`config.mk`:
```
export PLATFORM = sky130hd
export DESIGN_NAME = axi_log_drain_ctrl
export DESIGN_NICKNAME = d
export VERILOG_FILES = /design/src/rtl/axi_log_pkg.sv /design/src/rtl/log_drain_buf.sv /design/src/rtl/axi_log_drain_ctrl.sv
export SDC_FILE = /design/constraint.sdc
export NUM_CORES = 1
export LEC_CHECK = 0
export CAP_MARGIN = 0
export CORE_MARGIN = 3
export CORE_UTILIZATION = 45
export DETAILED_ROUTE_END_ITERATION = 10
export PLACE_DENSITY = 0.73
export SLEW_MARGIN = 15
export SYNTH_ARGS = -nofsm -noshare
export SYNTH_HDL_FRONTEND = slang
export SYNTH_SLANG_ARGS = --single-unit
```
`constraint.sdc`:
```
create_clock -name Clk_CI -period 2.28 [get_ports Clk_CI]
set_input_delay 0.342 -clock Clk_CI [delete_from_list [all_inputs] [get_ports Clk_CI]]
set_output_delay 0.342 -clock Clk_CI [all_outputs]
set_load 0.02 [all_outputs]
```
`src/rtl/axi_log_pkg.sv`:
```
// Shared types and constants for the log drain controller.
package axi_log_pkg;

    localparam int unsigned WORDS_PER_ENTRY = 3;
    localparam int unsigned BRAM_RD_LAT     = 1;

    typedef enum logic [2:0] {
        ST_IDLE     = 3'd0,
        ST_DRAIN    = 3'd1,
        ST_FLUSH    = 3'd2,
        ST_CLEAR    = 3'd3,
        ST_WAIT_CLR = 3'd4
    } drain_state_e;

endpackage

```
`src/rtl/log_drain_buf.sv`:
```
// Two-entry fall-through FIFO between BRAM read data and the output stream.
module log_drain_buf #(
    parameter int unsigned W = 33
) (
    input  logic         clk_i,
    input  logic         rst_ni,
    input  logic         push_i,
    input  logic [W-1:0] data_i,
    input  logic         ready_i,
    output logic         valid_o,
    output logic [W-1:0] data_o,
    output logic [1:0]   count_o
);
    logic [W-1:0] mem_q [2];
    logic [W-1:0] mem_d [2];
    logic         wr_ptr_q, wr_ptr_d;
    logic         rd_ptr_q, rd_ptr_d;
    logic [1:0]   count_q, count_d;
    logic         pop, store, pop_mem;

    always_comb begin
        mem_d    = mem_q;
        wr_ptr_d = wr_ptr_q;
        rd_ptr_d = rd_ptr_q;
        valid_o  = (count_q != 2'd0) || push_i;
        data_o   = (count_q != 2'd0) ? mem_q[rd_ptr_q] : (push_i ? data_i : '0);
        pop      = valid_o && ready_i;
        // An arriving word that is accepted while the buffer is empty bypasses storage.
        store    = push_i && !((count_q == 2'd0) && pop);
        pop_mem  = pop && (count_q != 2'd0);
        if (store) begin
            mem_d[wr_ptr_q] = data_i;
            wr_ptr_d        = ~wr_ptr_q;
        end
        if (pop_mem) begin
            rd_ptr_d = ~rd_ptr_q;
        end
        count_d = count_q + {1'b0, store} - {1'b0, pop_mem};
        count_o = count_q;
    end

    always_ff @(posedge clk_i or negedge rst_ni) begin
        if (!rst_ni) begin
            mem_q[0] <= '0;
            mem_q[1] <= '0;
            wr_ptr_q <= 1'b0;
            rd_ptr_q <= 1'b0;
            count_q  <= 2'd0;
        end else begin
            mem_q    <= mem_d;
            wr_ptr_q <= wr_ptr_d;
            rd_ptr_q <= rd_ptr_d;
            count_q  <= count_d;
        end
    end

endmodule

```
`src/rtl/axi_log_drain_ctrl.sv`:
```
// Drains the event logger BRAM into a word stream, then clears the logger and
// waits for its full flag to settle before reporting done.
module axi_log_drain_ctrl #(
    parameter int unsigned NUM_LOG_ENTRIES = 16384,
    parameter int unsigned WORDS_PER_ENTRY = axi_log_pkg::WORDS_PER_ENTRY
) (
    input  logic        Clk_CI,
    input  logic        Rst_RBI,
    input  logic        Start_SI,
    input  logic        AutoDrain_SI,
    input  logic [15:0] NumEntries_DI,
    input  logic        Full_SI,
    output logic        Clear_SO,
    output logic        BramEn_SO,
    output logic [31:0] BramAddr_DO,
    output logic [3:0]  BramWrEn_SO,
    input  logic [31:0] BramRdData_DI,
    output logic        OutValid_SO,
    input  logic        OutReady_SI,
    output logic [31:0] OutData_DO,
    output logic        OutLast_SO,
    output logic        Busy_SO,
    output logic        Done_SO,
    output logic [2:0]  State_DO
);
    import axi_log_pkg::*;

    localparam logic [17:0] MAX_WORDS = 18'(NUM_LOG_ENTRIES * WORDS_PER_ENTRY);

    drain_state_e state_q, state_d;
    logic [17:0]  word_total_q, word_total_d;
    logic [17:0]  rd_idx_q, rd_idx_d;
    logic         rd_vld_q, rd_vld_d;
    logic         rd_last_q, rd_last_d;
    logic         low_seen_q, low_seen_d;
    logic         full_q;

    logic         trigger, issue, is_last_rd, accept;
    logic [17:0]  req_words;
    logic [1:0]   buf_count, occ;
    logic         buf_valid;
    logic [32:0]  buf_data;

    // Output stream: a word transfers in any cycle with OutValid_SO and OutReady_SI
    // both high; once raised, valid, data and last hold until that transfer.
    log_drain_buf #(.W(33)) u_buf (
        .clk_i   (Clk_CI),
        .rst_ni  (Rst_RBI),
        .push_i  (rd_vld_q),
        .data_i  ({rd_last_q, BramRdData_DI}),
        .ready_i (OutReady_SI),
        .valid_o (buf_valid),
        .data_o  (buf_data),
        .count_o (buf_count)
    );

    always_comb begin
        state_d      = state_q;
        word_total_d = word_total_q;
        rd_idx_d     = rd_idx_q;
        low_seen_d   = low_seen_q;
        issue        = 1'b0;
        Clear_SO     = 1'b0;
        Done_SO      = 1'b0;
        trigger      = Start_SI || (AutoDrain_SI && Full_SI && !full_q);
        req_words    = 18'(NumEntries_DI) * 18'(WORDS_PER_ENTRY);
        occ          = buf_count + {1'b0, rd_vld_q};
        is_last_rd   = (rd_idx_q == word_total_q - 18'd1);
        accept       = buf_valid && OutReady_SI;
        case (state_q)
            ST_IDLE: begin
                if (trigger) begin
                    rd_idx_d     = 18'd0;
                    word_total_d = (req_words > MAX_WORDS) ? MAX_WORDS : req_words;
                    state_d      = (req_words == 18'd0) ? ST_CLEAR : ST_DRAIN;
                end
            end
            ST_DRAIN: begin
                // Never let stored words plus the in-flight read exceed the buffer depth.
                issue = (occ < 2'd2);
                if (issue) begin
                    rd_idx_d = rd_idx_q + 18'd1;
                    if (is_last_rd) begin
                        state_d = ST_FLUSH;
                    end
                end
            end
            ST_FLUSH: begin
                if (accept && buf_data[32]) begin
                    state_d = ST_CLEAR;
                end
            end
            ST_CLEAR: begin
                Clear_SO   = 1'b1;
                low_seen_d = 1'b0;
                state_d    = ST_WAIT_CLR;
            end
            ST_WAIT_CLR: begin
                low_seen_d = !Full_SI;
                if (!Full_SI && low_seen_q) begin
                    Done_SO = 1'b1;
                    state_d = ST_IDLE;
                end
            end
            default: state_d = ST_IDLE;
        endcase
        rd_vld_d    = issue;
        rd_last_d   = issue && is_last_rd;
        BramEn_SO   = issue;
        BramAddr_DO = issue ? {12'd0, rd_idx_q, 2'b00} : 32'd0;
        BramWrEn_SO = 4'd0;
        OutValid_SO = buf_valid;
        OutData_DO  = buf_data[31:0];
        OutLast_SO  = buf_data[32];
        Busy_SO     = (state_q != ST_IDLE);
        State_DO    = state_q;
    end

    always_ff @(posedge Clk_CI or negedge Rst_RBI) begin
        if (!Rst_RBI) begin
            state_q      <= ST_IDLE;
            word_total_q <= 18'd0;
            rd_idx_q     <= 18'd0;
            rd_vld_q     <= 1'b0;
            rd_last_q    <= 1'b0;
            low_seen_q   <= 1'b0;
            full_q       <= 1'b0;
        end else begin
            state_q      <= state_d;
            word_total_q <= word_total_d;
            rd_idx_q     <= rd_idx_d;
            rd_vld_q     <= rd_vld_d;
            rd_last_q    <= rd_last_d;
            low_seen_q   <= low_seen_d;
            full_q       <= Full_SI;
        end
    end

endmodule

```
==> run metrics, run 1 <==
VDD IR-drop max between 0.0007 and 0.0008 V; ys flop type dfrtp_1; CP Capture Type register; Synth Register Bits about 110; fin cells roughly 1200; Final Critical Period between 2 and 3 ns; Worst-Skew Late Latency approximately 0.42 ns; endpoints failing setup 31; Die Width between 100 and 150 µm; asr flop ratio synth 100.0%; drt total wl 20.68 mm; DPL Wire Length ~14 mm; final worst slack -0.3690 ns; FP Rows between 40 and 50; # IOs around 130; yosys warns 0; Cells after Synth roughly 730; CP Max Fanout 5; Port Buf Inserts 112; first-pass GRT wire length around 32 mm; failing checks negative setup slack; H-Tree Depth 4; vias in the first global route 6579; Crit Path Category reg2reg; CP arrival around 2.9 ns; Yosys cell types 84; Hold WC Path Type in2async; grt ovf 0; Power Dens Cells between 1000 and 1500 nW/µm²; Cell Area, Synth roughly 7400 µm²; antenna violations before repair 0; maxcap violations 0; core area 15940 µm²; post-layout util between 60% and 70%; final instance area approximately 11000 µm²; Clock Sinks between 100 and 150; data required time at the worst endpoint about 2.6 ns; diode count 0; CTS tree yes; final-layout fill cell count about 1200; fin nets 1045; layout cells sized above 1 roughly two fifths; GRT Total Usage between 20 and 25%; final hold vios 0; EDFF count, synth 0; run status complete, but fails checks; DR DRC count 0; Worst Setup Start Kind register; Final Cycle Share 116.2%; RSZ-0062 raised after global routing yes; worst-case clock buffer depth 2; Clk Tree Root Cell clkbuf_16; worst clock skew between 0.009 and 0.01 ns; clk slew on worst S/H paths around 0.060 ns; CTS Buf Count 17; area delta synth->final 44.74%; Die H ~130 µm; routability cong. between 0.8 and 0.9; Routed Antenna Nets 0; placed cells between 1000 and 1500; syn_area_per_cell between 10 and 15 µm²; Leak Pwr around 4.8 nW; detailed-route via count approximately 6600; Initial DRC Count between 300 and 400; largest net degree at the start of global routing between 50 and 60; DP Area 9678 µm²; die area between 15000 and 20000 µm²; Starting Density 46.26%; WL/cell around 17 µm; Detailed Routing Iterations Pass 1 4; vias per cell ~5.5; Seq/Total Area, Yosys 38.34%; Max Fclk around 380 MHz; Hold Worst Slack 0.3995 ns; Final Slew Violations 0
-- path summary, 6_finish.rpt --
check | start | cells after the start | slack (ns) | end
max in group asynchronous | Rst_RBI | 3 | 1.15 | State_DO[1]$_DFFE_PN0P_
worst max register to register | word_total_q[2]$_DFFE_PN0P_ | 9 | -0.37 | State_DO[0]$_DFFE_PN0P_
worst min-delay path | Rst_RBI | 2 | 0.40 | u_buf.mem_q[8]$_DFFE_PN0P_
min in group Clk_CI | NumEntries_DI[0] | 5 | 0.46 | word_total_q[0]$_DFFE_PN0P_
worst min register to register | u_buf.mem_q[51]$_DFFE_PN0P_ | 1 | 0.50 | u_buf.mem_q[51]$_DFFE_PN0P_
worst max-delay path | word_total_q[2]$_DFFE_PN0P_ | 9 | -0.37 | State_DO[0]$_DFFE_PN0P_
-- state kept, by name, indices dropped and copies added, names as in the netlist, 2 cells and up --
name	cells
rd_idx_q	18
word_total_q	18
u_buf.mem_q	66
State_DO	3
u_buf.count_o	2
-- per-layer routing --
layer,part of all wire (%),track usage [%]
met5,0,0
met4,1.5,5.882
met3,5.2,5.439
met2,50,38.32
met1,43,28.54
-- final cells by class --
| cell class | instances | area (µm²) | area share, % |
|---|---|---|---|
| clock inverters | 12 | 157.7 | 1.477 |
| flip-flops and latches | 113 | 2830 | 26.51 |
| repair buffers | 259 | 2156 | 20.20 |
| well taps | 216 | 270.3 | 2.532 |
| multi-input cells | 562 | 4747 | 44.47 |
| inverters | 15 | 56.30 | 0.5275 |
| clock buffers | 20 | 456.7 | 4.279 |
-- logic make-up after synthesis --
| family | count (synthesis) | share of synthesized area (%) |
|---|---|---|
| and+or+nand+nor | 218 | 16.76 |
| AOI/OAI and AO/OA | 151 | 14.61 |
| DFF | 113 | 38.34 |
| muxes | 107 | 15.76 |
| buffers and inverters | 74 | 5.124 |
| xor gates and xnor gates | 45 | 5.344 |
| adders and majority gates | 23 | 4.004 |
| other | 1 | 0.05085 |
-- critical path, stage by stage, from the launching register on --
cell and delay, ns:
dfrtp_1 0.45, buf_4 0.18, nor3b_2 0.40, nand4_1 0.24, buf_4 0.21, o21ai_0 0.34, nand4_1 0.20, nor4b_2 0.28
buf_4 0.16, o22ai_2 0.06
-- cells in the final DEF, fill, tap and decap left out, types with 11 or more instances in the layout --
master / n
buf_4: 128
inv_1: 13
a21oi_1: 13
nand4_1: 11
nor2_1: 35
mux2_2: 69
xor2_1: 29
and2_4: 15
o21ai_0: 47
mux2i_1: 35
xnor2_1: 16
clkbuf_16: 17
conb_1: 18
and2_1: 16
dfrtp_1: 111
nand3_1: 43
ha_4: 14
nand2_1: 31
buf_2: 11
clkbuf_2: 32
buf_6: 28
clkdlybuf4s50_1: 43
-- report_power, final --
group / switching, mW / total [mW] / internal, mW
Sequential: 0.543 / 3.38 / 2.84
Clock: 0.951 / 2.73 / 1.78
Combinational: 4.35 / 8.43 / 4.08
Total: 5.84 / 14.5 / 8.69
-- through the flow --
step                      setup slack, ns  setup TNS (ns)  total power, mW
after global routing              -0.4677          -4.330            15.35
after floorplan                   -0.2870          -1.889            8.180
after CTS                         -0.3662          -2.648            14.36
after global placement            -0.8923          -14.29            11.24
after detailed placement          -0.9453          -15.25            11.40
final                             -0.3690          -2.611            14.53
-- Yosys cell counts (14+ instances only) --
master | number | share of area [%]
dfrtp_1 | 113 | 38
mux2_2 | 69 | 11
o21ai_0 | 52 | 3.5
nand3_1 | 43 | 2.9
mux2i_1 | 37 | 5.0
nor2_1 | 37 | 1.9
nand2_1 | 34 | 1.7
and2_1 | 31 | 2.6
xor2_1 | 29 | 3.4
clkbuf_1 | 28 | 1.4
ha_1 | 22 | 3.7
buf_4 | 20 | 2.0
xnor2_1 | 16 | 1.9
inv_1 | 15 | 0.76
a21oi_1 | 14 | 0.95
-- timing repair --
item	in CTS	in global routing
gates resized for setup	230	145
hold buffers	1	0
setup buffers	18	7
pin swaps	48	23
endpoints found under the hold margin	26	0
endpoints found under the setup margin	73	82
gates cloned	1	0
Power figures use the tool's default switching activity.
==> run 2: changes to the inputs <==
CTS_BUF_LIST = sky130_fd_sc_hd__clkbuf_8 sky130_fd_sc_hd__clkbuf_16   (was default)
==> run 2 against run 1 <==
Compared with the run above:
- the flow still finishes with violations (negative setup slack)
- clock-buffer cell count shrank 1
- wire length barely moved
- sequential power barely moved
- global-route usage stayed put
- clock skew is essentially flat
- via count down 0.14%
- highest routed layer unchanged
- critical endpoint is now State_DO[1]$_DFFE_PN0P_
- register-to-register slack about the same
- hold slack barely moved
- cell count is the same
==> run metrics, run 2 (synthesis gave the netlist of run 1 again) <==
fin cells 1197 (unchanged); Port Buf Inserts 112 (unchanged); Final Critical Period 2.636 ns (-0.01270 ns); Regs by FF count u_buf.mem_q (66), rd_idx_q (18), word_total_q (18); first-pass GRT wire length 32.44 mm (unchanged); CP most frequent cell buf_4; CP bufs+invs 2 (-1); CP Cell Sequence buf_4 > or4_4 > nor4_4 > mux2i_1 > mux2_2 > and3_1 > buf_4 > and4_4 > nand3b_4; total chip power 14.53 mW (about the same); Die Width 134.0 µm (unchanged); grt ovf 0 (unchanged); fin nets 1045 (unchanged); final worst slack -0.3563 ns (+0.01270 ns); detailed-route via count 6555 (-0.14%); core area 15940 µm² (unchanged); routability cong. 0.8944 (unchanged); RSZ-0062 raised after global routing yes; die area 17960 µm² (unchanged); post-layout util 66.95% (unchanged); commonest non-fill, non-tap cell in the layout buf_4; failing checks negative setup slack; placed cells 1141 (unchanged); CP arrival 2.92 ns (-0.02 ns); Hold WC Path Type in2async; antenna violations before repair 0 (unchanged); Reg area 2830 µm² (unchanged); area delta synth->final 44.74% (unchanged); Initial DRC Count 379 (unchanged); final-layout fill cell count 1210 (unchanged); Hold Worst Slack 0.3997 ns (+0.0002550 ns); Crit Path Category reg2reg; DP Area 9678 µm² (unchanged); Post-Place Setup Slack -0.9453 ns (unchanged); CP Max Fanout 3 (-2); CP top delay family simple AND/OR/NAND/NOR gates; worst-case clock buffer depth 2 (unchanged); CTS Buf Count 17 (unchanged); clk slew on worst S/H paths 0.06 ns (about the same); WL/cell 17.27 µm (about the same); vias in the first global route 6579 (unchanged); Worst Setup Start Kind register; final instance area 10670 µm² (unchanged); Final Slew Violations 0 (unchanged); VDD IR-drop max 0.0007144 V (about the same); Starting Density 46.26% (unchanged); setup_tns -2.591 ns (+0.01996 ns); DPL Wire Length 13.77 mm (unchanged); Clock Sinks 113 (unchanged); run status complete, but fails checks; DR DRC count 0 (unchanged); Power Dens Cells 1361 nW/µm² (about the same); layout cells sized above 1 41.59% (unchanged); CTS tree yes; Largest stage delay, worst path 0.57 ns (+0.12 ns); CP Capture Type register; Largest register FFs 66 (unchanged); Die H 134.0 µm (unchanged); FP Rows 46 (unchanged); H-Tree Depth 4 (unchanged); Max Fclk 379.3 MHz (+0.48%); final hold vios 0 (unchanged); Final Cycle Share 115.6% (-0.56 points); data required time at the worst endpoint 2.56 ns (about the same); slowest CP cell or4_4; most frequent cells in the layout buf_4 (128), dfrtp_1 (111), mux2_2 (69); most flop-heavy register u_buf.mem_q; largest net degree at the start of global routing 59 (unchanged); worst clock skew 0.009050 ns (+0.0000002500 ns); GRT Total Usage 22.38% (unchanged); Multi-input gate area 4747 µm² (unchanged); diode count 0 (unchanged); maxcap violations 0 (unchanged); # IOs 131 (unchanged); Detailed Routing Iterations Pass 1 4 (unchanged); endpoints failing setup 31 (unchanged); Worst-Skew Late Latency 0.42 ns (about the same); Routed Antenna Nets 0 (unchanged); Leak Pwr 4.769 nW (about the same); Clk Tree Root Cell clkbuf_16; vias per cell 5.476 (-0.14%); drt total wl 20.67 mm (about the same)
## run 2: cell count changes in the layout (fill, tap and decap cells not counted), sizes merged
cell    before  now
clkbuf      53   52
inv         16   17
## run 2: timing repair
action / CTS / global route
cloned: 1 / 0
hold endpoints to repair: 26 / 0
setup buffers: 18 / 7
pin swaps: 48 / 23
setup endpoints to repair: 73 / 82
gates resized for setup: 230 / 145
hold buffers: 1 / 0
## run 2: path summary, 6_finish.rpt
path	start	to	slack (ns)	cells past startpoint
setup / recovery	word_total_q[0]$_DFFE_PN0P_	State_DO[1]$_DFFE_PN0P_	-0.36	9
hold / removal	Rst_RBI	u_buf.mem_q[8]$_DFFE_PN0P_	0.40	2
setup reg to reg	word_total_q[0]$_DFFE_PN0P_	State_DO[1]$_DFFE_PN0P_	-0.36	9
hold reg to reg	u_buf.mem_q[51]$_DFFE_PN0P_	u_buf.mem_q[51]$_DFFE_PN0P_	0.50	1
max in group asynchronous	Rst_RBI	State_DO[1]$_DFFE_PN0P_	1.15	3
min in group Clk_CI	NumEntries_DI[0]	word_total_q[0]$_DFFE_PN0P_	0.46	5
## run 2: cell type report
type	count	share of cell area (%)
Clock buffer	19	4.243
Clock inverter	13	1.512
Inverter	15	0.5275
Multi-Input combinational cell	562	44.47
Sequential cell	113	26.51
Tap cell	216	2.532
Timing Repair Buffer	259	20.20
## run 2: metal layers
layer / vias to the layer above / GRT usage, % / share of wire, %
met5: - / 0 / 0
met4: 0 / 5.882 / 1.5
met3: 27 / 5.439 / 5.1
met2: 165 / 38.32 / 50
met1: 3246 / 28.54 / 44
li1: 3117 / - / -
## run 2: power breakdown
group / total, mW / switching [mW] / internal, mW
Sequential: 3.38 / 0.543 / 2.84
Combinational: 8.43 / 4.35 / 4.08
Clock: 2.72 / 0.951 / 1.77
Total: 14.5 / 5.84 / 8.69
==> run 3: changes to the inputs <==
CORE_ASPECT_RATIO = 1.1   (was default)
==> run 3 against run 2 <==
Compared with the run above:
- the run still ends with negative setup slack left
- maximum frequency up 1.5%
- hold slack better by 0.029 ns
- first-iteration DRC count up 9.8%
- design area barely moved
- die area hardly changed
- cell count decreased by 1.3%
- non-clock buffer count grew 1
- sequential power hardly changed
- sequential cell count unchanged
- clock-buffer cell count is 1 lower
- sequential share of layout area hardly changed
- largest cell class unchanged
==> run metrics, run 3 (synthesis gave the netlist of run 1 again) <==
run status complete, but fails checks; failing checks negative setup slack; CTS tree yes; commonest non-fill, non-tap cell in the layout buf_4; Die Width 128.1 µm (-4.4%); CP Cell Sequence inv_2 > ha_4 > or3b_4 > buf_6 > or4_4 > and3b_4 > o31ai_4 > nor3b_2 > and4_4 > nand3b_4; Hold WC Path Type in2async; Largest register FFs 66 (unchanged); detailed-route via count 6600 (+0.69%); Worst Setup Start Kind register; CP arrival 2.89 ns (-0.03 ns); final hold vios 0 (unchanged); area delta synth->final 44.82% (about the same); setup slack, reg-to-reg -0.32 ns (+0.04 ns); H-Tree Depth 4 (unchanged); DPL Wire Length 13.84 mm (+0.49%); worst clock skew 0.01508 ns (+0.006032 ns); VDD IR-drop max 0.0007691 V (+7.7%); CP Capture Type register; Worst-Skew Late Latency 0.42 ns (about the same); die area 17960 µm² (about the same); Hold Worst Slack 0.4285 ns (+0.02877 ns); first-pass GRT wire length 32.76 mm (+0.98%); Regs by FF count u_buf.mem_q (66), rd_idx_q (18), word_total_q (18); vias per cell 5.584 (+2.0%); final-layout fill cell count 1238 (+2.3%); GRT Total Usage 22.39% (about the same); DR DRC count 0 (unchanged); Power Dens Cells 1352 nW/µm² (-0.67%); Top Usage Layer GRT met2; Crit Path Category reg2reg; endpoints failing setup 8 (-74%); largest net degree at the start of global routing 42 (-29%); Starting Density 46.51% (+0.26 points); fin nets 1046 (+0.096%); Largest stage delay, worst path 0.47 ns (-0.10 ns); Leak Pwr 4.772 nW (about the same); Port Buf Inserts 112 (unchanged); CP Max Fanout 5 (+2); # IOs 131 (unchanged); Reg area 2829 µm² (about the same); data required time at the worst endpoint 2.58 ns (+0.02 ns); fin cells 1182 (-1.3%); final worst slack -0.3184 ns (+0.03790 ns); maxcap violations 0 (unchanged); clk slew on worst S/H paths 0.06 ns (about the same); WL/cell 17.12 µm (-0.87%); Max Fclk 384.8 MHz (+1.5%); FP Rows 48 (+4.3%); Clock Sinks 113 (unchanged); worst-case clock buffer depth 2 (unchanged); routability cong. 0.8612 (-3.7%); most flop-heavy register u_buf.mem_q; diode count 0 (unchanged); Multi-input gate area 4738 µm² (-0.18%); grt ovf 0 (unchanged); Final Critical Period 2.598 ns (-0.03790 ns); met3 GRT Util 4.119% (-1.3 points); antenna violations before repair 0 (unchanged); Clk Tree Root Cell clkbuf_16; Final Slew Violations 0 (unchanged); Detailed Routing Iterations Pass 1 6 (+2); Final Cycle Share 114.0% (-1.7 points); RSZ-0062 raised after global routing yes; slowest CP cell or4_4; Die H 140.3 µm (+4.7%); total chip power 14.44 mW (-0.61%); CTS Buf Count 17 (unchanged); Initial DRC Count 416 (+9.8%); most frequent cells in the layout buf_4 (131), dfrtp_1 (112), mux2_2 (69); core area 15860 µm² (-0.55%); met2 GRT Util 39.91% (+1.6 points); placed cells 1123 (-1.6%); layout cells sized above 1 41.34% (-0.25 points); Routed Antenna Nets 0 (unchanged); vias in the first global route 6683 (+1.6%); drt total wl 20.23 mm (-2.1%); GRT met1 Usage 27.80% (-0.74 points)
## run 3: changes by cell type in the layout (fill, tap and decap cells not counted), moves of 3 or more
cell and change:
and2_1 +9, and2_4 -9, clkbuf_2 -6, buf_2 +5
buf_12 +4, o21ai_2 -4, buf_4 +3, o21ai_0 +3
## run 3: power by group
group          total [mW]  internal (mW)  switching [mW]
combinational        8.40           4.10            4.30
sequential           3.39           2.84           0.557
clock                2.65           1.65           0.999
total                14.4           8.59            5.85
## run 3: final timing paths
kind / to / from / depth (start not counted)
min in group Clk_CI: word_total_q[0]$_DFFE_PN0P_ / NumEntries_DI[0] / 5
hold / removal: u_buf.mem_q[10]$_DFFE_PN0P_ / Rst_RBI / 2
hold reg to reg: u_buf.mem_q[47]$_DFFE_PN0P_ / u_buf.mem_q[47]$_DFFE_PN0P_ / 1
setup reg to reg: State_DO[1]$_DFFE_PN0P_ / word_total_q[0]$_DFFE_PN0P_ / 10
setup / recovery: State_DO[1]$_DFFE_PN0P_ / word_total_q[0]$_DFFE_PN0P_ / 10
max in group asynchronous: word_total_q[14]$_DFFE_PN0P_ / Rst_RBI / 3
## run 3: cell type report
class,count,area share (%)
clock inverters,14,1.476
multi-input cells,562,44.37
clock buffers,18,4.112
well taps,200,2.343
repair buffers,260,20.69
flip-flops and latches,113,26.49
inverters,15,0.5272
## run 3: worst max-delay path: cells and delay by family, from the launching register on
kind / cells / cell delay (ns)
compound gates: 1 / 0.24
flops: 1 / 0.41
simple gates: 6 / 1.45
buf+inv: 2 / 0.24
fa+ha+maj: 1 / 0.13
## run 3: repair_timing
item / in CTS / in global routing
gates resized for setup: 234 / 144
pin swaps: 41 / 41
gates cloned: 1 / 1
setup endpoints to repair: 73 / 82
hold endpoints to repair: 32 / 0
buffers inserted: 18 / 11
hold buffers: 1 / 0
## run 3: layer usage
metal / share of wire [%] / vias to the layer above
met5: 0 / -
met4: 1.3 / 0
met3: 4.6 / 22
met2: 52 / 174
met1: 42 / 3280
li1: - / 3124
## run 3: metrics by stage
step                TNS (ns)  cell area [µm²]  util (%)  worst slack, ns
global route          -2.787            10680     67.36          -0.3770
detailed placement    -15.46             9668     60.98          -0.9480
floorplan             -1.889             7601         -          -0.2870
global placement      -14.57             9668     60.98          -0.9218
CTS                   -1.969            10550     66.55          -0.3053
finish                -1.348            10680     67.36          -0.3184
